`src/rtl/key_lane_sequencer_pkg.sv`:
```
`default_nettype none
// ============================================================================
//  Module   : key_lane_pkg
//  Brief    : Shared types and constants for the key lane sequencer.
//  Revision : 1.0  initial release
// ============================================================================
package key_lane_pkg;

  // Game state encoding, visible on the state output.
  typedef enum logic [1:0] {
    ST_IDLE = 2'b00,
    ST_PLAY = 2'b01,
    ST_OVER = 2'b10
  } state_t;

  localparam int LFSR_W  = 16;
  localparam int SCORE_W = 16;

  // Feedback taps 16,14,13,11 expressed as zero-based bit positions 15,13,12,10.
  localparam logic [LFSR_W-1:0] LFSR_TAPS = 16'hB400;

  // One Fibonacci step: shift left, XOR of the tapped bits enters at bit 0.
  function automatic logic [LFSR_W-1:0] lfsr_next(input logic [LFSR_W-1:0] cur);
    return {cur[LFSR_W-2:0], ^(cur & LFSR_TAPS)};
  endfunction

endpackage
`default_nettype wire

```
`src/rtl/key_lane_sequencer_if.sv`:
```
`default_nettype none
// ============================================================================
//  Module   : key_lane_sequencer_if
//  Brief    : Tick/key inputs and grid/score/status outputs of the sequencer.
//  Revision : 1.0  initial release
// ============================================================================
interface key_lane_sequencer_if #(
  parameter int NUM_LANES = 4,
  parameter int NUM_ROWS  = 8
) ();
  import key_lane_pkg::*;

  logic                           tick;
  logic [NUM_LANES-1:0]           key_press;
  logic [NUM_LANES*NUM_ROWS-1:0]  grid;
  logic [SCORE_W-1:0]             score;
  logic [3:0]                     miss_count;
  logic                           hit_pulse;
  logic                           miss_pulse;
  logic [1:0]                     state;

  // Driver side: rate divider, keypad and the renderer/HUD consuming results.
  modport master (
    output tick, key_press,
    input  grid, score, miss_count, hit_pulse, miss_pulse, state
  );

  // Sequencer side.
  modport slave (
    input  tick, key_press,
    output grid, score, miss_count, hit_pulse, miss_pulse, state
  );

endinterface
`default_nettype wire

```
`src/rtl/key_lane_sequencer_lfsr16.sv`:
```
`default_nettype none
// ============================================================================
//  Module   : lfsr16
//  Brief    : 16-bit Fibonacci LFSR with enable, reset to a fixed seed.
//  Revision : 1.0  initial release
// ============================================================================
module lfsr16
  import key_lane_pkg::*;
#(
  parameter logic [LFSR_W-1:0] SEED = 16'hACE1
) (
  input  logic              clk,
  input  logic              reset,
  input  logic              en,
  output logic [LFSR_W-1:0] q
);

  logic [LFSR_W-1:0] lfsr_q;

  // Advance one step per enabled cycle; seed must be non-zero to avoid lock-up.
  always_ff @(posedge clk) begin
    if (reset) begin
      lfsr_q <= SEED;
    end else if (en) begin
      lfsr_q <= lfsr_next(lfsr_q);
    end
  end

  assign q = lfsr_q;

endmodule
`default_nettype wire

```
`src/rtl/key_lane_sequencer.sv`:
```
`default_nettype none
// ============================================================================
//  Module   : key_lane_sequencer
//  Brief    : Falling-note grid: injects random notes per tick, judges key
//             presses at the bottom row, keeps score and misses.
//  Revision : 1.0  initial release
// ============================================================================
module key_lane_sequencer
  import key_lane_pkg::*;
#(
  parameter int                NUM_LANES  = 4,
  parameter int                NUM_ROWS   = 8,
  parameter logic [LFSR_W-1:0] LFSR_SEED  = 16'hACE1,
  parameter int                MISS_LIMIT = 3
) (
  input  logic                 clk,
  input  logic                 reset,
  key_lane_sequencer_if.slave  bus
);

  localparam int         GRID_W   = NUM_LANES * NUM_ROWS;
  localparam logic [3:0] MISS_MAX = 4'(MISS_LIMIT);

  state_t                state_q,      state_d;
  logic [GRID_W-1:0]     grid_q,       grid_d;
  logic [SCORE_W-1:0]    score_q,      score_d;
  logic [3:0]            miss_q,       miss_d;
  logic                  hit_pulse_q,  hit_pulse_d;
  logic                  miss_pulse_q, miss_pulse_d;
  logic [NUM_LANES-1:0]  key_prev_q;

  logic [LFSR_W-1:0]     w_lfsr;
  logic                  w_lfsr_en;
  logic [NUM_LANES-1:0]  w_rise;
  logic [NUM_LANES-1:0]  w_bottom;
  logic [NUM_LANES-1:0]  w_hit_lanes;
  logic [NUM_LANES-1:0]  w_new_row;
  logic [GRID_W-1:0]     w_grid_judged;
  logic                  w_any_hit;
  logic                  w_wrong;
  logic                  w_exit_miss;
  logic                  w_miss_event;
  logic                  unused_lfsr_hi;

  // Random note source; only steps when a row actually advances during play.
  assign w_lfsr_en = (state_q == ST_PLAY) && bus.tick;

  lfsr16 #(
    .SEED (LFSR_SEED)
  ) u_lfsr (
    .clk   (clk),
    .reset (reset),
    .en    (w_lfsr_en),
    .q     (w_lfsr)
  );

  // Only the low three bits choose lane and note presence.
  assign unused_lfsr_hi = ^w_lfsr[LFSR_W-1:3];

  // Judge against the bottom row as it stood before this cycle's update.
  assign w_rise        = bus.key_press & ~key_prev_q;
  assign w_bottom      = grid_q[GRID_W-1 -: NUM_LANES];
  assign w_hit_lanes   = w_rise & w_bottom;
  assign w_any_hit     = |w_hit_lanes;
  assign w_wrong       = |(w_rise & ~w_bottom);
  assign w_grid_judged = grid_q & ~{w_hit_lanes, {(GRID_W-NUM_LANES){1'b0}}};

  // A note leaving the grid on a tick is a miss unless it was hit this cycle.
  assign w_exit_miss   = bus.tick & (|(w_bottom & ~w_hit_lanes));
  assign w_miss_event  = w_wrong | w_exit_miss;
  assign w_new_row     = w_lfsr[2] ? (NUM_LANES'(1) << w_lfsr[1:0]) : '0;

  // Register update; reset overrides every input in the same cycle.
  always_ff @(posedge clk) begin
    if (reset) begin
      state_q      <= ST_IDLE;
      grid_q       <= '0;
      score_q      <= '0;
      miss_q       <= '0;
      hit_pulse_q  <= 1'b0;
      miss_pulse_q <= 1'b0;
      key_prev_q   <= '0;
    end else begin
      state_q      <= state_d;
      grid_q       <= grid_d;
      score_q      <= score_d;
      miss_q       <= miss_d;
      hit_pulse_q  <= hit_pulse_d;
      miss_pulse_q <= miss_pulse_d;
      key_prev_q   <= bus.key_press;
    end
  end

  // Game FSM with grid shift and saturating score/miss accounting.
  always_comb begin
    state_d      = state_q;
    grid_d       = grid_q;
    score_d      = score_q;
    miss_d       = miss_q;
    hit_pulse_d  = 1'b0;
    miss_pulse_d = 1'b0;
    case (state_q)
      ST_IDLE: begin
        // The starting press only starts the game; it is never judged.
        if (|w_rise) begin
          state_d = ST_PLAY;
        end
      end
      ST_PLAY: begin
        grid_d = bus.tick ? {w_grid_judged[GRID_W-NUM_LANES-1:0], w_new_row}
                          : w_grid_judged;
        if (w_any_hit) begin
          hit_pulse_d = 1'b1;
          if (score_q != '1) begin
            score_d = score_q + 1'b1;
          end
        end
        // Wrong press and exit miss together still cost a single miss.
        if (w_miss_event) begin
          miss_pulse_d = 1'b1;
          if (miss_q != MISS_MAX) begin
            miss_d = miss_q + 1'b1;
          end
          if (miss_d == MISS_MAX) begin
            state_d = ST_OVER;
          end
        end
      end
      ST_OVER: begin
        // Everything holds until reset.
      end
      default: begin
        state_d = ST_IDLE;
      end
    endcase
  end

  assign bus.state      = state_q;
  assign bus.grid       = grid_q;
  assign bus.score      = score_q;
  assign bus.miss_count = miss_q;
  assign bus.hit_pulse  = hit_pulse_q;
  assign bus.miss_pulse = miss_pulse_q;

endmodule
`default_nettype wire
```
`src/flat_wrapper.sv`:
```
// flat-port wrapper written by rule: the top's interface ports become plain ports
module key_lane_sequencer_flat import key_lane_pkg::*;
#(
  parameter int                NUM_LANES  = 4,
  parameter int                NUM_ROWS   = 8,
  parameter logic [LFSR_W-1:0] LFSR_SEED  = 16'hACE1,
  parameter int                MISS_LIMIT = 3
)
  (clk, reset, bus_tick, bus_key_press, bus_grid, bus_score, bus_miss_count, bus_hit_pulse, bus_miss_pulse, bus_state);
  key_lane_sequencer_if #(.NUM_LANES(NUM_LANES), .NUM_ROWS(NUM_ROWS)) bus_i ();
  input  logic clk;
  input  logic reset;
  input wire logic [$bits(bus_i.tick)-1:0] bus_tick;
  input wire logic [$bits(bus_i.key_press)-1:0] bus_key_press;
  output wire logic [$bits(bus_i.grid)-1:0] bus_grid;
  output wire logic [$bits(bus_i.score)-1:0] bus_score;
  output wire logic [$bits(bus_i.miss_count)-1:0] bus_miss_count;
  output wire logic [$bits(bus_i.hit_pulse)-1:0] bus_hit_pulse;
  output wire logic [$bits(bus_i.miss_pulse)-1:0] bus_miss_pulse;
  output wire logic [$bits(bus_i.state)-1:0] bus_state;
  assign bus_i.tick = bus_tick;
  assign bus_i.key_press = bus_key_press;
  assign bus_grid = bus_i.grid;
  assign bus_score = bus_i.score;
  assign bus_miss_count = bus_i.miss_count;
  assign bus_hit_pulse = bus_i.hit_pulse;
  assign bus_miss_pulse = bus_i.miss_pulse;
  assign bus_state = bus_i.state;
  key_lane_sequencer #(.NUM_LANES(NUM_LANES), .NUM_ROWS(NUM_ROWS), .LFSR_SEED(LFSR_SEED), .MISS_LIMIT(MISS_LIMIT)) u_core (.clk(clk), .reset(reset), .bus(bus_i));
endmodule
```
`config.mk`:
```
export PLATFORM = sky130hd
export DESIGN_NAME = key_lane_sequencer_flat
export DESIGN_NICKNAME = d
export VERILOG_FILES = /design/src/rtl/key_lane_sequencer_pkg.sv /design/src/rtl/key_lane_sequencer_if.sv /design/src/rtl/key_lane_sequencer_lfsr16.sv /design/src/rtl/key_lane_sequencer.sv /design/src/flat_wrapper.sv
export SDC_FILE = /design/constraint.sdc
export NUM_CORES = 1
export LEC_CHECK = 0
export ABC_AREA = 0
export CORE_MARGIN = 3
export CORE_UTILIZATION = 35
export CTS_CLUSTER_SIZE = 14
export DETAILED_ROUTE_END_ITERATION = 12
export PLACE_DENSITY = 0.6
export SLEW_MARGIN = 10
export SYNTH_ARGS = -nofsm -noshare
export SYNTH_HDL_FRONTEND = slang
export SYNTH_SLANG_ARGS = --single-unit
```
`constraint.sdc`:
```
create_clock -name clk -period 2.35 [get_ports clk]
set_clock_uncertainty 0.1 [all_clocks]
set_input_delay 0.5875 -clock clk [delete_from_list [all_inputs] [get_ports clk]]
set_output_delay 0.5875 -clock clk [all_outputs]
set_load 0.05 [all_outputs]
```
After elaboration in Yosys (flattened, before gate mapping)
Cells that the tools add are included.
{"block": "word_totals", "register_bits": 76, "in_bits": 7}
{"block": "classes", "n_eq_ne": 8, "bitwise_logic": 13, "n_mux": 11, "addsub": 2, "n_reduce_logical": 11, "shifts": 1}
{"cell": "bitwise AND 32 bit", "count": 1}
{"cell": "two-way mux 32 bit", "count": 1}
{"cell": "NOT 32 bit", "count": 1}
{"cell": "adder 16 x 1 -> 16 bit (second input constant)", "count": 1}
{"cell": "bitwise AND 4 bit", "count": 4}
{"cell": "two-way mux 4 bit", "count": 4}
{"cell": "!= test 16 bit (second input constant)", "count": 1}
{"cell": "OR reduction 4 bit", "count": 4}
{"cell": "parity 16 bit", "count": 1}
{"cell": "NOT 4 bit", "count": 3}
{"cell": "two-way mux 2 bit", "count": 3}
{"cell": "one-hot mux 2 bit (3 select lines)", "count": 1}
{"cell": "adder 4 x 1 -> 4 bit (second input constant)", "count": 1}
{"cell": "equality test 4 x 2 -> 1 bit (second input constant)", "count": 1}
{"cell": "!= test 2 x 1 -> 1 bit (second input constant)", "count": 2}
{"cell": "!= test 4 x 2 -> 1 bit (second input constant)", "count": 1}
{"cell": "AND reduction 4 bit", "count": 1}
{"cell": "<< shifter 1 x 2 -> 4 bit (first input constant)", "count": 1}
{"cell": "AND reduction 3 bit", "count": 1}
{"cell": "equality test 2 x 1 -> 1 bit (second input constant)", "count": 1}
{"cell": "equality test 2 bit (second input constant)", "count": 1}
{"cell": "logical NOT 2 bit", "count": 1}
{"cell": "two-way mux 1 bit", "count": 2}
{"cell": "!= test 2 bit (second input constant)", "count": 1}
{"cell": "other kinds (6)", "count": 7}

Logic depth before layout (Yosys ltp)
Gate-level depths: netlist of run 1.
{"block": "depth", "ltp_word": 14, "depth_mapped": 7, "ltp_nobuf": 6}

Modules after synthesis
From an unflattened synthesis of run 1, not the netlist that was laid out.
{"block": "unflattened", "cells_unflattened": 367, "hier_area_um2": 3226.8}
{"mod": "key_lane_sequencer", "instances": 1, "area_per_inst_um2": 2607.5, "cells_per_inst": 312, "seq_area_each_um2": 1201.2}
{"mod": "lfsr16", "instances": 1, "area_per_inst_um2": 619.3, "cells_per_inst": 55, "seq_area_each_um2": 320.3}

Worst setup path after synthesis of run 1
No wires, ideal clock.
{"block": "synth_timing", "kind": "reg-to-reg", "from": "register u_core.score_q[0], in the netlist u_core.bus.score[0]", "to": "register u_core.score_q[8], in the netlist u_core.bus.score[8]", "synth_period_minus_slack_ns": 2.197, "path_stages_with_launch": 6, "arrival_ns": 1.970, "path_buffers": 0, "setup_slack_ns": 0.153, "cell_sequence": "dfxtp_1 ha_1 nand3_2 or4_2 xnor2_1 nor2_1"}
{"block": "synth_between", "elab_chain_cells": 2, "elab_cells_between_ends": 3, "classes_between": "add/sub (1); eq/ne (1); reduce/logical (1)"}
{"item": "from (decl)", "line_no": "key_lane_sequencer.sv:26", "rtl": "logic [SCORE_W-1:0] score_q, score_d;"}
{"item": "from (signal assigned)", "line_no": "key_lane_sequencer.sv:86", "rtl": "score_q <= score_d;"}
{"item": "parallel branches: the longest is 2 deep, another holds adder 16 x 1 -> 16 bit"}
Several ways; the timed one is not identified.
A chain may end at the register's enable or synchronous reset.

Worst setup path in the final report of run 1
{"block": "layout_timing", "from": "register u_core.grid_q[31], in the netlist u_core.bus.grid[31]", "to": "output bus_grid[31]"}
{"item": "from (decl)", "line_no": "key_lane_sequencer.sv:25", "rtl": "logic [GRID_W-1:0] grid_q, grid_d;"}
{"item": "from (signal assigned)", "line_no": "key_lane_sequencer.sv:85", "rtl": "grid_q <= grid_d;"}
{"item": "to (decl)", "line_no": "flat_wrapper.sv:15", "rtl": "output wire logic [$bits(bus_i.grid)-1:0] bus_grid;"}
No word-level cell between the ends.

==> results of run 1 <==
-- sequential cells by signal, indices dropped and copies added, names as in the netlist --
register	count
u_core.bus.grid	32
u_core.bus.hit_pulse	1
u_core.bus.miss_count	4
u_core.bus.miss_pulse	1
u_core.bus.score	16
u_core.bus.state	2
u_core.key_prev_q	4
u_core.u_lfsr.q	16
-- tightest hold or removal path, stage by stage (launching register included) --
cell     delay (ns)
dfxtp_1        0.31
nand2_1        0.05
a21oi_1        0.05
-- cell type report --
cell class	count	area share (%)
repair buffers	80	19.2
clock inverters	5	1.42
well taps	108	3.19
multi-input cells	273	36.4
clock buffers	11	3.33
inverters	7	0.620
flip-flops and latches	76	35.9
-- metrics by stage --
| step | instances | hold WS (ns) | setup TNS [ns] | worst slack (ns) |
|---|---|---|---|---|
| final | 560 | 0.354 | 0 | 0.0601 |
| after global routing | 560 | 0.378 | 0 | 0.00121 |
| after CTS | 560 | 0.360 | 0 | 0.0177 |
| after detailed placement | 544 | 0.346 | -2.70 | -0.251 |
| after global placement | 544 | 0.339 | -2.09 | -0.189 |
| after floorplan | 377 | 0.332 | 0 | 0.153 |
-- cell families (layout without fill, tap and decap cells) --
family / count (synthesis) / after routing / synth area share (%)
AOI/OAI and AO/OA: 69 / 69 / 13.7
xor gates and xnor gates: 15 / 15 / 4.13
adders and majority gates: 2 / 2 / 0.786
buffers and inverters: 28 / 103 / 3.77
DFF: 76 / 76 / 47.8
muxes: 3 / 3 / 1.02
and+or+nand+nor: 184 / 184 / 28.8
-- worst max path at each step --
stage / startpoint / end / depth (start not counted)
3_5_place_dp: bus_key_press[0] / u_core.bus.score[13]$_SDFFE_PP0P_ / 7
4_1_cts: u_core.bus.miss_count[3]$_SDFFE_PP0P_ / bus_miss_count[3] / 1
2_1_floorplan: u_core.bus.score[0]$_SDFFE_PP0P_ / u_core.bus.score[8]$_SDFFE_PP0P_ / 5
3_3_place_gp: bus_key_press[0] / u_core.bus.score[13]$_SDFFE_PP0P_ / 7
6_report: u_core.bus.grid[31]$_SDFFE_PP0N_ / bus_grid[31] / 1
5_1_grt: u_core.bus.grid[31]$_SDFFE_PP0N_ / bus_grid[31] / 1
-- report_power, final --
| group | switching, uW | leakage, uW | total (uW) | internal (uW) |
|---|---|---|---|---|
| Clock | 492 | 0.0000999 | 1020 | 524 |
| Sequential | 42.3 | 0.000616 | 1380 | 1330 |
| Combinational | 226 | 0.000982 | 376 | 150 |
-- per-layer routing --
layer	wire, um	part of all wire, %	vias to the layer above	GRT usage [%]
met5	0	0	-	0
met1	3300	46	1280	19.8
li1	-	-	1431	-
met4	104	1.5	0	5.21
met2	3380	48	45	22.3
met3	331	4.7	6	3.72
-- placed cells by master, fill, tap and decap left out, drive strengths merged, types with 9 or more instances in the layout --
master	instances
nand2	91
dlymetal6s2s	12
xnor2	13
clkdlybuf4s50	46
dfxtp	76
a21oi	42
nor2	27
clkbuf	11
buf	20
nor2b	9
-- cell usage after synthesis (6+ instances only) --
library cell | number | share of area [%]
a21oi_1 | 42 | 6.6
nor2b_1 | 8 | 1.6
nor2_1 | 26 | 3.1
o21ai_0 | 6 | 0.94
buf_2 | 6 | 0.94
clkbuf_1 | 12 | 1.4
nand3b_1 | 8 | 1.9
inv_1 | 7 | 0.83
nand2_1 | 91 | 11
nor4_1 | 7 | 1.4
xnor2_1 | 13 | 3.6
dfxtp_1 | 76 | 48
-- timing repair --
| action | CTS | global route |
|---|---|---|
| gates resized for setup | 2 | 12 |
| setup endpoints to repair | 2 | 12 |
| buffers inserted | 0 | 0 |
==> metrics.txt, run 1 <==
Syn Area/Cell=8.45 um^2; unrepaired setup endpoints after global routing=no; Final setup viols=0; R2R Path End=u_core.bus.score[9]$_SDFFE_PP0P_; EDFF count, synth=0; MaxCap Viol Count=0; max incr delay on CP=0.84 ns; synth unique cells=53; CP cell instances=clkdlybuf4s50_1; FF-to-FF path depth=7; DRT iter0 DRCs=116; DR vias/cell=4.93; reg2reg start=u_core.bus.score[0]$_SDFFE_PP0P_; top_reg_cell synth=dfxtp_1; I/O pin cnt=63; # nets final=456; Sequential Area=0.00152 mm^2; first-pass GRT wire length=12.3 mm; fmax=437 MHz; GRT Util Overall=14.6%; Tot Pwr=2770 uW; Reg clk slew, reported paths=0.08 ns; Syn Nets=386; Final Hold Violating Endpoints=0; # DRC=0; Antenna Nets Post-Route=0; final slew viol count=0; Routed WL=7.12 mm; YS warnings=0; die area=0.0103 mm^2; Skew-Pair Late Insertion Delay=0.35 ns; minimum clock period=2.29 ns; vias=2762; Slew @ Worst Pin=0.524 ns; status=complete, no violations; Crit. End Element=output port; num rows=34; share of cells above drive strength 1=10.2%; DRT Pass-1 Iters=4; worst min path class=flop to flop; P_leak=0.00170 uW; Routability Congestion=0.768; Area growth syn-to-layout=33.2%; Detailed Place HPWL=4.70 mm; period utilization=97.4%; Die Y-Extent=101 um; antenna violations before repair=0; vias in the first global route=2571; DIE WIDTH=101 um; CP max FO=5; area of the multi-input gates=0.00154 mm^2; dpl cell area=0.00401 mm^2; utilization after layout=48.4%; Worst path slowest cell=clkdlybuf4s50_1; clock sink count=76; CTS buffer count=9; WHS Path Cells=2; Fill cells=870; Worst IR Drop VDD=0.260 mV; CTS tree=done; asr flop ratio synth=0%; Mapped Cells=377; Root Driver=clkbuf_8; largest net degree at the start of global routing=62; CTS max path bufs=2; hold_buf cts=0; kind of critical path=flop to output port; Mapped Area=0.00318 mm^2; Startpoint Class=flop; hold path startpoint=u_core.u_lfsr.q[8]$_SDFFE_PP0P_; power per standard cell area=653 mW/mm^2; total core area=0.00876 mm^2; Starting Density=36.3%; # diodes=0; Yosys reg bits=76; post-layout instance area=0.00424 mm^2; Reg2Reg Setup Slack=0.31 ns; count of input and output buffers=62; CP Data Required Time=1.66 ns; Seq/Total Area, Yosys=47.8%; slew margin rel.=65.0%; WL per Instance=12.7 um; H-tree Lvls=3; CP arrival=1.60 ns; CP top delay family=buffers and inverters; Overflow after GRT=0; worst path bufs/invs=1; hold worst-path end=u_core.u_lfsr.q[9]$_SDFFE_PP0P_
No activity file was read; power rests on OpenSTA's default activity.
==> run 2, diff against run 1 <==
--- a/config.mk
+++ b/config.mk
@@ -6,11 +6,12 @@
 export NUM_CORES = 1
 export LEC_CHECK = 0
 export ABC_AREA = 0
-export CORE_MARGIN = 3
-export CORE_UTILIZATION = 35
+export CELL_PAD_IN_SITES_DETAIL_PLACEMENT = 1
+export CELL_PAD_IN_SITES_GLOBAL_PLACEMENT = 2
+export CORE_UTILIZATION = 30
 export CTS_CLUSTER_SIZE = 14
 export DETAILED_ROUTE_END_ITERATION = 12
-export PLACE_DENSITY = 0.6
+export PLACE_DENSITY = 0.81
 export SLEW_MARGIN = 10
 export SYNTH_ARGS = -nofsm -noshare
 export SYNTH_HDL_FRONTEND = slang
==> run 2 against run 1 <==
Combinational power grew 1%. Clock power grew 21%. Wire length grew 12%. Sequential cell count is the same. Global-route usage grew 0.75 points. Clock-buffer cell count shrank 2.
==> metrics.txt, run 2 (synthesis results as in run 1) <==
status=complete, no violations; antenna violations before repair=0 (unchanged); CP top delay family=buffers and inverters; Worst IR Drop VDD=0.301 mV (+16%); worst min path class=flop to flop; Starting Density=30.8% (-5.5 points); unrepaired setup endpoints after global routing=no; I/O pin cnt=63 (unchanged); largest net degree at the start of global routing=49 (-21%); num rows=37 (+8.8%); area of the multi-input gates=0.00154 mm^2 (unchanged); CTS buffer count=9 (unchanged); die area=0.0110 mm^2 (+7.3%); Final Hold Violating Endpoints=0 (unchanged); minimum clock period=2.29 ns (+0.00435 ns); Crit. End Element=output port; Place WS=-0.225 ns (+0.0261 ns); Fill cells=1216 (+40%); utilization after layout=41.5% (-6.9 points); Skew-Pair Late Insertion Delay=0.35 ns (about the same); Overflow after GRT=0 (unchanged); Root Driver=clkbuf_8; share of cells above drive strength 1=10.0% (-0.18 points); Routed WL=7.96 mm (+12%); most common cell after layout, fill and taps aside=nand2_1; CP max FO=5 (unchanged); slew margin rel.=57.0% (-8.0 points); GRT Util Overall=15.3% (+0.75 points); Worst path slowest cell=clkdlybuf4s50_1; # nets final=454 (-0.44%); clock sink count=76 (unchanged); CP cell instances=clkdlybuf4s50_1; CP Data Required Time=1.66 ns (about the same); Setup WS post-layout=0.0557 ns (-0.00435 ns); P_leak=0.00168 uW (-1.0%); final slew viol count=0 (unchanged); hold_buf cts=0 (unchanged); # diodes=0 (unchanged); vias=2859 (+3.5%); # DRC=0 (unchanged); placed insts=570 (+4.8%); DIE WIDTH=105 um (+3.6%); Slew @ Worst Pin=0.640 ns (+0.115 ns); CTS tree=done; setup bufs post-CTS=0 (unchanged); CTS max path bufs=2 (unchanged); Antenna Nets Post-Route=0 (unchanged); DRT Pass-1 Iters=4 (unchanged); kind of critical path=flop to output port; post-layout instance area=0.00429 mm^2 (+1.1%); Startpoint Class=flop; Area growth syn-to-layout=34.6%; power per standard cell area=698 mW/mm^2 (+6.9%); worst path bufs/invs=1 (unchanged); Routability Congestion=0.768 (-0.10%); Final setup viols=0 (unchanged); total core area=0.0103 mm^2 (+18%); Die Y-Extent=105 um (+3.6%); Sequential Area=0.00152 mm^2 (unchanged); fmax=436 MHz (-0.19%); max reg flops=32 (unchanged); dpl cell area=0.00402 mm^2 (+0.19%); Reg clk slew, reported paths=0.09 ns (about the same); first-pass GRT wire length=13.6 mm (+11%); max incr delay on CP=0.84 ns (about the same); Detailed Place HPWL=5.34 mm (+13%); worst hold slack=0.351 ns (-0.00275 ns); DR vias/cell=4.88 (-1.1%); CP arrival=1.61 ns (about the same); period utilization=97.6% (+0.19 points); MaxCap Viol Count=0 (unchanged); count of input and output buffers=62 (unchanged); Final Non-Filler Cells=586 (+4.6%); vias in the first global route=2797 (+8.8%); H-tree Lvls=3 (unchanged); DRT iter0 DRCs=93 (-20%); most frequent cells in the layout=nand2_1 (91), dfxtp_1 (76), clkdlybuf4s50_1 (45), a21oi_1 (42), nor2_1 (26); WL per Instance=13.6 um (+6.9%)
==> run 2: cell count changes in the layout (fill, tap and decap cells not counted), sizes merged <==
cell,previous run,this run
dlygate4sd2,2,5
clkbuf,11,9
buf,20,18
bufinv,1,3
dlymetal6s2s,12,10
clkdlybuf4s50,46,45
==> run 2: layout make-up <==
cell class,instances,share of cell area (%)
Clock inverter,7,2.89
Multi-Input combinational cell,273,36.0
Clock buffer,9,2.89
Sequential cell,76,35.5
Tap cell,136,3.97
Timing Repair Buffer,78,18.1
Inverter,7,0.613
==> run 2: final timing paths <==
path                                          start                                to  slack [ns]  cells after the start
setup / recovery  u_core.bus.score[15]$_SDFFE_PP0P_                     bus_score[15]        0.06                      1
hold / removal      u_core.u_lfsr.q[3]$_SDFFE_PP0P_   u_core.u_lfsr.q[4]$_SDFFE_PP0P_        0.35                      2
setup reg to reg   u_core.bus.score[4]$_SDFFE_PP0P_  u_core.bus.score[4]$_SDFFE_PP0P_        0.30                      6
hold reg to reg     u_core.u_lfsr.q[3]$_SDFFE_PP0P_   u_core.u_lfsr.q[4]$_SDFFE_PP0P_        0.35                      2
==> run 2: power by group <==
group	internal, uW	switching (uW)
registers	1330	42.7
clock network	713	519
logic	146	236
==> run 2: routing by layer <==
layer  track usage [%]  up-vias  part of all wire (%)
met1              20.0     1383                    48
met5                 0        -                     0
met2              24.8       40                    48
met4              5.13        0                   1.5
li1                  -     1426                     -
met3              3.56       10                   2.4
==> run 2: what timing repair did <==
item / in CTS / in global routing
pin swaps: 0 / 1
gates resized for setup: 5 / 10
endpoints found under the setup margin: 5 / 11
==> run 2: metrics by stage <==
| stage | total power (uW) | TNS, ns |
|---|---|---|
| floorplan | 1670 | 0 |
| global route | 3140 | 0 |
| CTS | 3040 | 0 |
| finish | 2990 | 0 |
| global placement | 1790 | -2.09 |
| detailed placement | 1790 | -2.78 |
